$ cat src/rtl/axist_keep_to_avst_sb.sv
// AXI-Stream to Avalon-ST sideband converter: tkeep -> empty, sop/eop generation,
// keep legality checking and a two-entry skid buffer with a registered s_tready.
module axist_keep_to_avst_sb #(
  parameter int unsigned NO_OF_BYTES = 8,
  parameter int unsigned EMPTY_BITS  = 3,
  parameter int unsigned USER_W      = 1,
  parameter int unsigned ERR_CNT_W   = 16
) (
  input  logic                       clk,
  input  logic                       rst,
  input  logic [8*NO_OF_BYTES-1:0]   s_tdata,
  input  logic [NO_OF_BYTES-1:0]     s_tkeep,
  input  logic                       s_tlast,
  input  logic [USER_W-1:0]          s_tuser,
  input  logic                       s_tvalid,
  output logic                       s_tready,
  output logic [8*NO_OF_BYTES-1:0]   m_data,
  output logic                       m_valid,
  input  logic                       m_ready,
  output logic                       m_sop,
  output logic                       m_eop,
  output logic [EMPTY_BITS-1:0]      m_empty,
  output logic                       m_error,
  output logic [USER_W-1:0]          m_user,
  output logic [ERR_CNT_W-1:0]       err_cnt
);

  typedef struct packed {
    logic [8*NO_OF_BYTES-1:0] data;
    logic [USER_W-1:0]        user;
    logic                     sop;
    logic                     eop;
    logic [EMPTY_BITS-1:0]    empty;
    logic                     error;
  } beat_t;

  typedef enum logic {EXPECT_SOP, IN_PKT} state_t;

  localparam logic [NO_OF_BYTES-1:0] KEEP_ONE = {{(NO_OF_BYTES-1){1'b0}}, 1'b1};

  state_t                 state_q, state_d;
  logic                   sticky_q;
  logic                   ready_q;
  logic                   out_valid_q, skid_valid_q, skid_valid_d;
  beat_t                  out_q, skid_q, in_beat;
  logic [ERR_CNT_W-1:0]   err_cnt_q;
  logic [EMPTY_BITS:0]    zcnt;
  logic                   keep_all, keep_zero, keep_contig, viol;
  logic                   accept, out_free;

  assign accept   = s_tvalid & ready_q;
  assign out_free = ~out_valid_q | m_ready;

  // Keep analysis and sideband generation for the beat currently on the input.
  always_comb begin
    zcnt = '0;
    for (int unsigned i = 0; i < NO_OF_BYTES; i++) begin
      zcnt = zcnt + {{EMPTY_BITS{1'b0}}, ~s_tkeep[i]};
    end
    keep_all    = &s_tkeep;
    keep_zero   = ~|s_tkeep;
    keep_contig = ~keep_zero && ((s_tkeep & (s_tkeep + KEEP_ONE)) == '0);
    viol        = s_tlast ? ~keep_contig : ~keep_all;

    in_beat      = '0;
    in_beat.data = s_tdata;
    in_beat.user = s_tuser;
    in_beat.sop  = (state_q == EXPECT_SOP);
    in_beat.eop  = s_tlast;
    if (s_tlast) begin
      in_beat.error = sticky_q | viol;
      if (keep_zero) begin
        in_beat.empty = EMPTY_BITS'(NO_OF_BYTES - 1);
      end else begin
        in_beat.empty = zcnt[EMPTY_BITS-1:0];
      end
    end
  end

  always_comb begin
    state_d = state_q;
    case (state_q)
      EXPECT_SOP: if (accept && !s_tlast) state_d = IN_PKT;
      IN_PKT:     if (accept && s_tlast)  state_d = EXPECT_SOP;
      default:    state_d = EXPECT_SOP;
    endcase
  end

  always_ff @(posedge clk) begin
    if (rst) begin
      state_q <= EXPECT_SOP;
    end else begin
      state_q <= state_d;
    end
  end

  // Skid holds a beat only while the output register is stalled; ready is the
  // registered inverse of the next skid occupancy so it never depends on m_ready.
  always_comb begin
    if (skid_valid_q) begin
      skid_valid_d = ~out_free;
    end else begin
      skid_valid_d = accept & ~out_free;
    end
  end

  always_ff @(posedge clk) begin
    if (rst) begin
      ready_q      <= 1'b0;
      out_valid_q  <= 1'b0;
      skid_valid_q <= 1'b0;
      out_q        <= '0;
      skid_q       <= '0;
      sticky_q     <= 1'b0;
      err_cnt_q    <= '0;
    end else begin
      ready_q      <= ~skid_valid_d;
      skid_valid_q <= skid_valid_d;

      if (accept) begin
        sticky_q <= s_tlast ? 1'b0 : (sticky_q | viol);
      end

      if (out_free) begin
        if (skid_valid_q) begin
          out_q       <= skid_q;
          out_valid_q <= 1'b1;
        end else if (accept) begin
          out_q       <= in_beat;
          out_valid_q <= 1'b1;
        end else begin
          out_valid_q <= 1'b0;
        end
      end else if (accept) begin
        skid_q <= in_beat;
      end

      if (out_valid_q && m_ready && out_q.eop && out_q.error && (err_cnt_q != '1)) begin
        err_cnt_q <= err_cnt_q + ERR_CNT_W'(1);
      end
    end
  end

  assign s_tready = ready_q;
  assign m_valid  = out_valid_q;
  assign m_data   = out_q.data;
  assign m_user   = out_q.user;
  assign m_sop    = out_q.sop;
  assign m_eop    = out_q.eop;
  assign m_empty  = out_q.empty;
  assign m_error  = out_q.error;
  assign err_cnt  = err_cnt_q;

endmodule

$ cat config.mk
export PLATFORM = sky130hd
export DESIGN_NAME = axist_keep_to_avst_sb
export DESIGN_NICKNAME = d
export VERILOG_FILES = /design/src/rtl/axist_keep_to_avst_sb.sv
export SDC_FILE = /design/constraint.sdc
export NUM_CORES = 1
export LEC_CHECK = 0
export ABC_AREA = 1
export BUFFER_PORTS_ARGS = -buffer_cell sky130_fd_sc_hd__buf_2
export CAP_MARGIN = 20
export CORE_MARGIN = 2
export CORE_UTILIZATION = 35
export DETAILED_ROUTE_END_ITERATION = 8
export PLACE_DENSITY = 0.54
export REMOVE_ABC_BUFFERS = 1
export SLEW_MARGIN = 20
export SYNTH_ARGS = -nofsm -noshare
export SYNTH_HDL_FRONTEND = slang
export SYNTH_SLANG_ARGS = --single-unit
$ cat constraint.sdc
create_clock -name clk -period 3.84 [get_ports clk]
set_clock_uncertainty 0.05 [all_clocks]
set_input_delay 0.192 -clock clk [delete_from_list [all_inputs] [get_ports clk]]
set_output_delay 0.192 -clock clk [all_outputs]
set_load 0.005 [all_outputs]
== Word level (Yosys, flattened, before mapping) ==
Index checks and enable logic that the tools add are counted.
W data, S select, Z words.

* Logic and storage cells: 73
* Output and inout port bits: 89
* Register bits: 163

* Equality and inequality tests: 1
* Reductions and logical operators: 14
* Add/sub/neg operators: 9
* Mux-type cells: 12
* Bitwise logic cells: 19

{| class="wikitable"
|+ Operators by type and width
! cell !! number
|-
| $mux W71 || 2
|-
| $add A16 B1 Y16 const B || 1
|-
| $ne A16 B16 Y1 const B || 1
|-
| $add A3 B1 Y3 || 5
|-
| $not A1 Y1 || 14
|-
| $add A8 B1 Y8 const B || 1
|-
| $and A8 B8 Y8 || 1
|-
| $logic_not A8 Y1 || 1
|-
| $reduce_and A8 Y1 || 1
|-
| $reduce_or A8 Y1 || 1
|-
| $logic_and A1 B1 Y1 || 7
|-
| $mux W1 || 7
|-
| $mux W4 || 1
|-
| $reduce_and A2 Y1 || 2
|-
| $add A2 B1 Y3 || 1
|-
| $mux W3 || 1
|-
| $add A1 B1 Y2 || 1
|-
| $and A1 B1 Y1 || 2
|-
| $or A1 B1 Y1 || 2
|-
| $pmux W1 S2 || 1
|-
| $reduce_bool A2 Y1 || 1
|-
| $logic_not A1 Y1 || 1
|}

== Longest topological paths before layout ==
Gate-level depths: netlist (run 1).

* Word-level depth: 12
* Gate-level depth with buffers: 11
* Depth with buffers taken out: 11

== Worst setup path before layout (run 1) ==
OpenSTA, ideal clock, no wires.

* Kind: input to register
* Start: input s_tkeep[0]
* End: register out_q, in the netlist m_empty[2]
* Library setup time: 0.070 ns
* Slack: 1.040 ns
* Arrival: 2.680 ns
* Path buffers: 0
* Required time: 3.720 ns
* Stages: 11
* Path through: fa_1 inv_1 fa_1 fa_1 ha_1 inv_1 fa_1 xor2_1 o21ai_0 nand2_1 a21oi_1

* Word-level cells in the longest chain between the ends: 12
* Elaborated cells on any way between the ends: 13
* Classes of those cells: add/sub (7); mux (4); bitwise (1); reduce/logical (1)

{| class="wikitable"
|+ Ends and longest elaborated chain
! element !! RTL line !! RTL
|-
| from (decl) || 12 || <nowiki>input logic [NO_OF_BYTES-1:0] s_tkeep,</nowiki>
|-
| $not A1 Y1 || 58 || <nowiki>zcnt = zcnt + {{EMPTY_BITS{1'b0}}, ~s_tkeep[i]};</nowiki>
|-
| $add A1 B1 Y2 || 58 ||
|-
| $add A2 B1 Y3 || 58 ||
|-
| $add A3 B1 Y3 (5 in a row) || 58 ||
|-
| $mux W3 * || 72 || <nowiki>if (keep_zero) begin</nowiki>
|-
| $mux W4 * || 70 || <nowiki>if (s_tlast) begin</nowiki>
|-
| $mux W71 * || 128 || <nowiki>end else if (accept) begin</nowiki>
|-
| $mux W71 * || 125 || <nowiki>if (skid_valid_q) begin</nowiki>
|-
| to (signal assigned) || 126 || <nowiki>out_q <= skid_q;</nowiki>
|-
| to (signal assigned) || 129 || <nowiki>out_q <= in_beat;</nowiki>
|-
| to (decl) || 45 || <nowiki>beat_t out_q, skid_q, in_beat;</nowiki>
|}

Mark *: on every way between the ends. The rest lies on a longest branch, timed or not. The select of a mux whose other input is x is not followed.
A chain may end at the register's enable or synchronous reset.

== Worst setup path in the final report (run 1) ==
* Start: input s_tkeep[0]
* End: register skid_q[3] in the netlist's numbering

* Word-level cells in the longest chain between the ends: 10
* Elaborated cells on any way between the ends: 11
* Classes of those cells: add/sub (7); mux (2); bitwise (1); reduce/logical (1)

{| class="wikitable"
|+ Ends and longest elaborated chain
! element !! RTL line !! RTL
|-
| $not A1 Y1 || 58 ||
|-
| $add A1 B1 Y2 || 58 ||
|-
| $add A2 B1 Y3 || 58 ||
|-
| $add A3 B1 Y3 (5 in a row) || 58 ||
|-
| $mux W3 * || 72 ||
|-
| $mux W4 * || 70 ||
|-
| to (signal assigned) || 135 || <nowiki>skid_q <= in_beat;</nowiki>
|-
| to (decl) || 45 ||
|}

Mark *: on every way between the ends. The rest lies on a longest branch, timed or not.

==> results of run 1 <==
==> cell type report <==
class	count	area [um^2]	share of cell area, %
tap	265	332	3.65
clock buffer	18	439	4.83
multi-input combinational	669	3200	35.2
timing repair buffer	239	1560	17.1
sequential	163	3260	35.9
inverter	31	120	1.32
clock inverter	14	176	1.94
==> sequential cells by signal, indices dropped and copies added, names as in the netlist, named ones only <==
signal and count:
m_eop 1, sticky_q 1, m_empty 3, m_user 1, m_sop 1, m_error 1, skid_q 71, err_cnt 16
s_tready 1, skid_valid_q 1, m_data 64, m_valid 1
==> routing by layer <==
layer	global-route usage, %	share of wire, %
met4	5.16	1.0
met3	4.30	5.0
met2	27.5	43
met5	0	0
met1	25.7	51
==> kinds of logic (layout without fill, tap and decap cells) <==
family	after synthesis	after routing	share of synthesized area (%)
buffers and inverters	95	302	5.82
DFF	163	163	47.6
adders and majority gates	10	10	2.26
xor gates and xnor gates	8	8	1.02
AOI/OAI and AO/OA	256	256	20.6
and+or+nand+nor	395	395	22.7
==> final timing paths <==
check             startpoint  depth (start not counted)  slack, ns        end
hold / removal       s_tlast                          3       0.03  skid_q[3]
hold reg to reg    skid_q[6]                          2       0.42     m_user
setup / recovery  s_tkeep[0]                         12       1.25  skid_q[3]
setup reg to reg    s_tready                          7       1.83  m_data[2]
==> metrics by stage <==
step           setup WS (ns)  TNS, ns  hold WS, ns
6_report                1.25        0       0.0346
4_1_cts                 1.23        0       0.0264
3_3_place_gp           0.806        0        0.384
2_1_floorplan         -0.635   -44.10        0.204
5_1_grt                 1.05        0       0.0570
3_5_place_dp           0.779        0        0.387
==> power by group through the flow <==
stage	clock [mW]	sequential (mW)	combinational [mW]
2_1_floorplan	0	1.84	0.167
3_3_place_gp	0	1.84	0.347
3_5_place_dp	0	1.84	0.345
4_1_cts	1.82	1.80	0.399
5_1_grt	1.89	1.81	0.450
6_report	1.78	1.80	0.394
==> synthesized netlist by cell type (2+ instances only) <==
library cell / instances / area [um^2]
a21oi_1: 25 / 125
a21oi_2: 9 / 78.8
a31oi_1: 65 / 407
buf_1: 2 / 7.51
buf_2: 22 / 110
buf_4: 2 / 15.0
clkbuf_1: 37 / 139
dfxtp_1: 163 / 3260
fa_1: 4 / 80.1
ha_1: 6 / 75.1
inv_1: 28 / 105
inv_2: 2 / 7.51
nand2_1: 205 / 769
nand2_2: 4 / 25.0
nand3_1: 9 / 45.0
nand4_1: 6 / 37.5
nor2_1: 163 / 612
nor2_2: 3 / 18.8
nor2_4: 2 / 22.5
o21ai_0: 142 / 711
o21ai_1: 11 / 55.1
xnor2_1: 2 / 17.5
xor2_1: 6 / 52.6
==> worst reg2reg max path, delay by kind of cell, from the launching register on <==
kind | cells | cell delay, ns
flip-flops | 1 | 0.33
AO/OA/AOI/OAI | 2 | 0.38
buffers and inverters | 2 | 0.74
AND/OR/NAND/NOR | 3 | 0.44
==> impl_metrics.csv, run 1 <==
group,metric,value,unit
cells_and_area,antenna_cells,0,
detailed_routing,dr_total_vias,6607,
sta,period_needed,2.59,ns
sta,hold_viol_final,0,
clocking,worstSkewPairLatency,0.42,ns
yosys,synthFlopType,"dfxtp_1",
floorplanning,rows,51,
clocking,ctsResizeCount,0,
power,power.internal,3.00,mW
yosys,post_synth_instance_area,0.00686,mm^2
power,power,3.97,mW
floorplanning,fp.dieW,144,um
setup_path,cp.required,4.07,ns
cells_and_area,syn2layout_area_growth,32.5,%
setup_path,worst_path_most_repeated_cell,"fa_1",
setup_path,critPathKind,"primary input to flop",
setup_path,max_stage_delay,0.52,ns
yosys,synth-edff-count,0,
clocking,cts_tree,"yes",
setup_path,critPathLaunchType,"primary input",
clocking,path_clk_slew,0.06,ns
floorplanning,io_pins,167,
power,power.switching,0.969,mW
floorplanning,coreArea,0.0193,mm^2
detailed_routing,wl_per_cell,13.5,um
setup_path,path_delay_family,"adder cells",
yosys,seq_area_frac_synth,47.6,%
sta,worst-slew-pin-transition,0.891,ns
detailed_routing,dr.pass1.iters,5,
placed_design,dp_hpwl,11100,um
power,pwr-share-seq,45.4,%
grt,antenna_found_initial,0,
clocking,cts_sinks,163,
cells_and_area,instances_no_fill,1399,
power,p_comb_share,9.9,%
cells_and_area,layout.nets,1209,
detailed_routing,drcViolationCount,0,
yosys,ys_ff_latch,163,
detailed_routing,vias_per_cell,4.72,
placed_design,portBuffers,166,
yosys,synthDistinctLibCells,32,
run,cap_violations,0,
clocking,hold_buffers,66,
yosys,yosysWarnings,0,
clocking,cts_made_buffers,17,
power,ir_worst_vdd,0.296,mV
sta,relSlewSlack,40.6,%
cells_and_area,mostFrequentLayoutCell,"nand2_1",
yosys,syn_inst,927,
setup_path,critical_path_peak_fanout,4,
setup_path,crit_path_end_kind,"flop",
yosys,avgSynthCellArea,7.40,um^2
cells_and_area,drive_gt1_share,20.5,%
power,power_frac_clock,44.7,%
cells_and_area,layout_common_cells,"nand2_1 (205), buf_2 (166), nor2_1 (163)",
grt,grt_pass1_wl,30000,um
setup_path,crit_buf_inv,3,
clocking,cts_root_buffer,"clkbuf_16",
cells_and_area,stdcell_area,0.00909,mm^2
setup_path,cp_cell_sequence,"buf_2 -> fa_1 -> inv_1 -> fa_1 -> fa_1 -> ha_1 -> inv_1 -> fa_1 -> xor2_1 -> o21ai_0 -> nand2_1 -> a21oi_1",
sta,setup_viol,0,
power,power_density,437,mW/mm^2
outcome,status,"complete, no violations",
yosys,ys_async_sr_fraction,0,%
clocking,post_cts_buffers,0,
cells_and_area,fillers,2004,
grt,grt_max_degree,85,
hold_path,min_path_type,"primary input to flop",
sta,fmax,386,MHz
grt,grt-ovfl-total,0,
floorplanning,start_util,35.5,%
sta,grt_setup_unrepaired,"no",
clocking,h-tree-depth,4,
cells_and_area,final_util,47.0,%
grt,grt_pass1_vias,5942,
floorplanning,fp.dieH,144,um
power,leakage,4.07,nW
power,switching_share,24.4,%
setup_path,arrival,2.82,ns
detailed_routing,drtAntennaViolNets,0,
detailed_routing,drt_iter0_drc,355,
sta,period_share,67.5,%
sta,slew_violations,0,
placed_design,dp.cells,1301,
floorplanning,die-area,0.0207,mm^2
setup_path,slowest_stage,"fa_1",
grt,grt_usage,18.1,%
placed_design,gp_congestion,0.813,
detailed_routing,wirelength,18900,um
placed_design,dpl_cell_area,0.00781,mm^2
clocking,clockBufferDepth,2,
Power figures use the tool's default switching activity.
==> inputs of run 2 (changes only) <==
==> constraint.sdc (replaced) <==
create_clock -name clk -period 2.7 [get_ports clk]
set_clock_uncertainty 0.05 [all_clocks]
set_input_delay 0.135 -clock clk [delete_from_list [all_inputs] [get_ports clk]]
set_output_delay 0.135 -clock clk [all_outputs]
set_load 0.005 [all_outputs]
==> impl_metrics.csv, run 2 (synthesized netlist as in run 1, its figures left out) <==
group,metric,value,unit
floorplanning,die-area,0.0207,mm^2
setup_path,r2r-start,"err_cnt[0]",
clocking,post_cts_buffers,0,
clocking,cts_made_buffers,17,
clocking,worstSkewPairLatency,0.42,ns
grt,grt_max_degree,114,
detailed_routing,dr.pass1.iters,5,
grt,met2_usage,28.5,%
grt,grt_usage,18.0,%
detailed_routing,wl_per_cell,13.4,um
cells_and_area,layout.nets,1215,
clocking,cts_tree,"yes",
grt,grt_util_met1,24.9,%
sta,worst-slew-pin-transition,0.869,ns
cells_and_area,layout_common_cells,"nand2_1 (205), buf_2 (166), nor2_1 (163)",
power,ir_worst_vdd,0.433,mV
power,pwr-share-seq,46.0,%
clocking,path_clk_slew,0.06,ns
sta,period_share,92.7,%
cells_and_area,antenna_cells,0,
clocking,cts_root_buffer,"clkbuf_16",
cells_and_area,mostFrequentLayoutCell,"nand2_1",
setup_path,worstSetupStartpoint,"s_tkeep[0]",
power,leakage,4.09,nW
run,cap_violations,0,
detailed_routing,drt_iter0_drc,299,
setup_path,crit_end,"skid_q[3]",
setup_path,critPathKind,"primary input to flop",
grt,grt_pass1_wl,30000,um
floorplanning,start_util,35.5,%
setup_path,cp.required,3.00,ns
setup_path,critPathLaunchType,"primary input",
detailed_routing,vias_per_cell,4.71,
floorplanning,io_pins,167,
outcome,status,"complete, no violations",
power,p_comb_share,10.3,%
setup_path,r2r_slack,0.76,ns
detailed_routing,dr_total_vias,6615,
clocking,clockBufferDepth,2,
cells_and_area,syn2layout_area_growth,33.2,%
cells_and_area,final_util,47.3,%
power,power_density,609,mW/mm^2
detailed_routing,drcViolationCount,0,
power,power.internal,4.19,mW
sta,setup_viol,0,
floorplanning,rows,51,
placed_design,gp_congestion,0.808,
detailed_routing,wirelength,18800,um
grt,antenna_found_initial,0,
placed_design,portBuffers,166,
power,switching_share,24.7,%
cells_and_area,largest_reg_flops,71,
cells_and_area,drive_gt1_share,20.7,%
clocking,cts_sinks,163,
setup_path,critical_path_peak_fanout,2,
grt,grt_pass1_vias,6037,
detailed_routing,drtAntennaViolNets,0,
sta,relSlewSlack,42.1,%
placed_design,dp_hpwl,11200,um
power,power_frac_clock,43.7,%
cells_and_area,top_register,"skid_q",
power,power,5.56,mW
setup_path,crit_path_end_kind,"flop",
setup_path,r2r_end,"err_cnt[14]",
sta,fin_ws,0.196,ns
setup_path,arrival,2.80,ns
sta,tns,0,ns
floorplanning,coreArea,0.0193,mm^2
clocking,h-tree-depth,4,
setup_path,r2r_cells,7,
sta,hold_viol_final,0,
grt,grt-ovfl-total,0,
sta,slew_violations,0,
floorplanning,fp.dieW,144,um
sta,grt_setup_unrepaired,"no",
sta,period_needed,2.50,ns
power,power.switching,1.37,mW
hold_path,min_path_type,"primary input to flop",
placed_design,dp_slack,-0.311,ns
grt,top_usage_layer,"met2",
sta,fmax,399,MHz
floorplanning,fp.dieH,144,um
grt,grtUsageMet3,4.14,%
==> run 2: layout make-up <==
cell class                 instances  area, um^2
fill                            1983       10200
clock buffer                      18         439
sequential                       163        3260
clock inverter                    13         153
timing repair buffer             245        1630
multi-input combinational        669        3200
tap                              265         332
inverter                          31         120
==> run 2: per-stage QoR <==
stage	area, um^2	hold slack (ns)	std cells
after floorplan	6580	0.147	863
after global placement	7880	0.331	1306
after detailed placement	7880	0.332	1306
after CTS	9140	0.0468	1404
after global routing	9140	0.106	1404
final	9140	0.0616	1404
==> run 2: per-layer routing <==
metal,share of wire (%),up-vias
met2,43,161
met4,0.78,0
met1,51,2959
met3,5.2,11
li1,-,3484
met5,0,-
==> run 2: worst min-delay path by stage <==
stage	start	endpoint	slack (ns)	depth (start not counted)
after detailed placement	s_tdata[26]	skid_q[33]	0.33	3
after CTS	s_tvalid	flop	0.05	4
after floorplan	rst	err_cnt[10]	0.15	1
final	s_tvalid	flop	0.06	4
after global placement	s_tdata[50]	skid_q[57]	0.33	3
after global routing	s_tvalid	flop	0.11	4
==> run 2: worst max-delay path: stages <==
cell and delay [ns]:
buf_2 0.11, fa_1 0.52, inv_1 0.05, fa_1 0.47, fa_1 0.52, ha_1 0.13, inv_1 0.04, fa_1 0.37
xor2_1 0.17, o21ai_1 0.10, nand2_1 0.07, a21oi_1 0.11
==> run 2: timing repair <==
action                                  CTS  global route
hold endpoints to repair                136             0
gates resized for setup                   0             1
hold buffers                             67             0
endpoints found under the setup margin    0             1
==> run 2: power groups by stage <==
stage | clock, mW | sequential, mW | combinational, mW
after floorplan | 0 | 2.62 | 0.237
after global placement | 0 | 2.61 | 0.502
after detailed placement | 0 | 2.61 | 0.503
after CTS | 2.50 | 2.56 | 0.581
after global routing | 2.59 | 2.57 | 0.655
final | 2.43 | 2.56 | 0.572
